### src/rtl/stream_demux.sv
// stream_demux: routes packets from one valid/ready stream to one of NUM_OUTPUTS registered output slots.
module stream_demux #(
  parameter int WIDTH = 8,
  parameter int SEL_WIDTH = 3,
  parameter int NUM_OUTPUTS = 8,
  parameter int CNT_WIDTH = 8
) (
  input  logic                         clk,
  input  logic                         rst,
  input  logic                         in_valid,
  output logic                         in_ready,
  input  logic [WIDTH-1:0]             in_data,
  input  logic                         in_last,
  input  logic [SEL_WIDTH-1:0]         sel,
  output logic [NUM_OUTPUTS-1:0]       out_valid,
  input  logic [NUM_OUTPUTS-1:0]       out_ready,
  output logic [NUM_OUTPUTS*WIDTH-1:0] out_data,
  output logic [NUM_OUTPUTS-1:0]       out_last,
  output logic [CNT_WIDTH-1:0]         drop_cnt,
  output logic                         busy
);
  typedef enum logic [1:0] {IDLE, ROUTE, DROP} state_t;
  localparam logic [SEL_WIDTH:0] N_OUT = NUM_OUTPUTS[SEL_WIDTH:0];
  state_t state_q, state_d;
  logic [SEL_WIDTH-1:0] dest_q, dest_d, tgt;
  logic [CNT_WIDTH-1:0] drop_q, drop_d;
  logic [NUM_OUTPUTS-1:0] valid_q, last_q;
  logic [NUM_OUTPUTS*WIDTH-1:0] data_q;
  logic sel_ok, tgt_free, accept, wr_en, drop_inc;
  always_comb begin
    sel_ok = {1'b0, sel} < N_OUT;
    tgt = state_q == ROUTE ? dest_q : sel;
    tgt_free = 1'b0;
    for (int i = 0; i < NUM_OUTPUTS; i++)
      if (tgt == SEL_WIDTH'(i)) tgt_free = !valid_q[i] || out_ready[i];
    in_ready = state_q == DROP || (state_q == IDLE && !sel_ok) || tgt_free;
    accept = in_valid && in_ready;
    wr_en = accept && (state_q == ROUTE || (state_q == IDLE && sel_ok));
    drop_inc = accept && in_last && (state_q == DROP || (state_q == IDLE && !sel_ok));
    drop_d = drop_inc && drop_q != '1 ? drop_q + CNT_WIDTH'(1) : drop_q;
    dest_d = accept && state_q == IDLE ? sel : dest_q;
    state_d = !accept ? state_q : in_last ? IDLE : state_q != IDLE ? state_q : sel_ok ? ROUTE : DROP;
  end
  // A write and a drain in the same cycle keep the slot full with the new beat.
  always_ff @(posedge clk) begin
    if (rst) begin
      state_q <= IDLE;
      dest_q <= '0;
      drop_q <= '0;
      valid_q <= '0;
      last_q <= '0;
      data_q <= '0;
    end else begin
      state_q <= state_d;
      dest_q <= dest_d;
      drop_q <= drop_d;
      for (int i = 0; i < NUM_OUTPUTS; i++)
        if (wr_en && tgt == SEL_WIDTH'(i)) begin
          valid_q[i] <= 1'b1;
          last_q[i] <= in_last;
          data_q[i*WIDTH +: WIDTH] <= in_data;
        end else if (out_ready[i]) valid_q[i] <= 1'b0;
    end
  end
  assign out_valid = valid_q;
  assign out_data = data_q;
  assign out_last = last_q;
  assign drop_cnt = drop_q;
  assign busy = state_q != IDLE;
endmodule

### config.mk
export PLATFORM = sky130hd
export DESIGN_NAME = stream_demux
export DESIGN_NICKNAME = d
export VERILOG_FILES = /design/src/rtl/stream_demux.sv
export SDC_FILE = /design/constraint.sdc
export NUM_CORES = 1
export LEC_CHECK = 0
export ABC_AREA = 1
export BUFFER_PORTS_ARGS = -buffer_cell sky130_fd_sc_hd__buf_2
export CAP_MARGIN = 25
export CORE_ASPECT_RATIO = 1.5
export CORE_MARGIN = 3
export CORE_UTILIZATION = 47
export DETAILED_ROUTE_END_ITERATION = 10
export PLACE_DENSITY = 0.77
export SLEW_MARGIN = 0
export SYNTH_ARGS = -nofsm -noshare
export SYNTH_HDL_FRONTEND = slang
export SYNTH_SLANG_ARGS = --single-unit
### constraint.sdc
create_clock -name clk -period 1.7 [get_ports clk]
set_input_delay 0.17 -clock clk [delete_from_list [all_inputs] [get_ports clk]]
set_output_delay 0.17 -clock clk [all_outputs]
set_load 0.005 [all_outputs]
==> results.cfg <==
[routing]
vias = 4279
drc_errors = 0
avgViaCountPerCell = 4.95
first_pass_iters = 5
wl_per_cell_um = 14.1
drt_first_iter_violations = 396
totalWireLength_um = 12200
postRouteAntennaNets = 0

[timing]
hold_slack_ns = 0.0628
slew_viol_final = 0
finalCritPeriodShare = 1.24
hold_viol_final = 0
fmax_ghz = 0.473
setup_slack_ns = -0.415
rsz0062_at_grt = true
finClkSkew_ns = 0.00812
setup_viol = 84
min_period_ns = 2.11
fin_tns_setup_ns = -22.30

[synthesis]
synth_edf_count = 0
synth_top_area_frac = 0.411
yosys.area.top_type = dfxtp_1
ys_ff_latch = 84
synth_ff_type = dfxtp_1
syn_area_um2 = 4090
ys_seq_area_frac = 0.411
async_reset_ff_frac = 0
yosysWarningCount = 0
syn_avg_cell_area_um2 = 6.59
synth_cell_types = 24
synth.top_cells.by_area = dfxtp_1, nand2_1, inv_1, nand4_1, nor2_1
netlist_instances = 621

[pwr]
ir_worst_vdd_mv = 0.651
p_leak_nw = 2.96
p_per_area_nw_per_um2 = 1170

[global_route]
grt_max_degree = 71
antenna_found_initial = 0
grt-ovfl-total = 0
grt_pass1_wl_um = 18400
grt_usage = 0.241
grt_pass1_vias = 3919

[hold_path]
hold_path_class = primary input to flop

[clocking]
cts_tree = built
cts_buffer_depth = 2
insertion_delay_ns = 0.34
numClockSinks = 84
cts_made_buffers = 9
path_clk_slew_ns = 0.06
cts_root_buf = clkbuf_16
ctsHtreeMaxLevel = 3

[die]
pin_count = 113
die_h_um = 120
die_w_um = 82.2
dieArea_um2 = 9890
core_area_um2 = 8460
rows = 41
start_util = 0.484

[cells_and_area]
area_growth_pct = 37.1
drive_gt1_frac = 0.281
antenna_cells = 0
final_cell_mix = inv_1, nand2_1, buf_2
final_common_cell = inv_1
final_cells = 864
fin_nets = 778

[placed_design]
hpwl_um = 7330
io_buffers = 104
routabilityCongestion = 0.887
place_ws_ns = -0.247
placed_cells = 827

[status]
status = finished, violations left
violations = setup timing

[worst_setup_path]
crit_required_ns = 1.97
crit_type = flop to flop
critPathCaptureType = flop
crit_fanout = 8
start_kind = flop
worstPathArrival_ns = 2.38

[run]
max_cap_viol_count = 0
kinds of logic after synthesis:
| group | count (synthesis) | share of synthesized area |
|---|---|---|
| compound gates | 32 | 0.0434 |
| buf+inv | 189 | 0.190 |
| flops | 84 | 0.411 |
| other cells | 1 | 0.000916 |
| simple gates | 315 | 0.355 |
per-layer routing:
metal | vias to the layer above | track usage | share of wire
li1 | 2136 | - | -
met1 | 1921 | 0.294 | 0.40
met2 | 188 | 0.401 | 0.50
met3 | 34 | 0.0380 | 0.069
met4 | 0 | 0.121 | 0.031
met5 | - | 0 | 0
synth_stat cells, types with 6 or more instances:
| master | n |
|---|---|
| nand2_1 | 154 |
| inv_1 | 145 |
| dfxtp_1 | 84 |
| nor2_1 | 82 |
| nand4_1 | 60 |
| a21oi_1 | 18 |
| clkbuf_1 | 13 |
| o21ai_0 | 11 |
| buf_4 | 8 |
| buf_2 | 7 |
| buf_1 | 6 |
| inv_2 | 6 |
| nand3_1 | 6 |
| nand3_4 | 6 |
cell type report:
| cell class | count | area (um2) |
|---|---|---|
| Multi-Input combinational cell | 361 | 1870 |
| Tap cell | 107 | 134 |
| Clock buffer | 10 | 229 |
| Timing Repair Buffer | 148 | 1100 |
| Fill cell | 736 | 2850 |
| Sequential cell | 84 | 1690 |
| Clock inverter | 3 | 17.5 |
| Inverter | 151 | 569 |
registers in the layout, indices dropped and copies added, names as in the netlist:
signal     cells
state_q        1
out_valid      8
out_data      64
dest_q         3
out_last       8
final timing paths:
path         slack, ns    startpoint      endpoint  cells past startpoint
max              -0.41    state_q[0]  out_data[55]                     15
min               0.06    in_data[3]  out_data[27]                      3
max reg2reg      -0.41    state_q[0]  out_data[55]                     15
min reg2reg       0.50  out_data[19]  out_data[19]                      4
per-stage QoR:
step	total power [mW]	utilization	instance area, um2
finish	6.59	0.663	5610
global route	6.90	0.663	5610
CTS	6.14	0.638	5400
global placement	3.85	0.569	4820
detailed placement	3.89	0.569	4820
floorplan	3.39	-	4130
critical path: stages, from the launching register on:
cell and delay (ns):
dfxtp_4 0.37, buf_4 0.15, o21ai_4 0.20, inv_2 0.08, nor2_4 0.11, nand3_2 0.08, nand2_2 0.09, nand2_2 0.05
nand2_2 0.07, nand3_4 0.09, buf_8 0.16, buf_12 0.13, clkbuf_16 0.15, nand4_1 0.07, nand2_1 0.07, nor2_1 0.15
report_power, final:
part / total (mW) / internal (mW) / leakage (nW) / switching, mW
logic: 2.64 / 1.28 / 2.16 / 1.35
registers: 2.25 / 2.15 / 0.682 / 0.0978
clock network: 1.70 / 0.958 / 0.120 / 0.744
total: 6.59 / 4.39 / 2.96 / 2.20
what timing repair did:
action	CTS	global route
buffers inserted	6	4
pin swaps	8	14
resized for setup	31	24
hold buffers	0	0
cloned	10	4
setup endpoints to repair	84	84
Note: power is estimated with default switching activity, not from simulation.
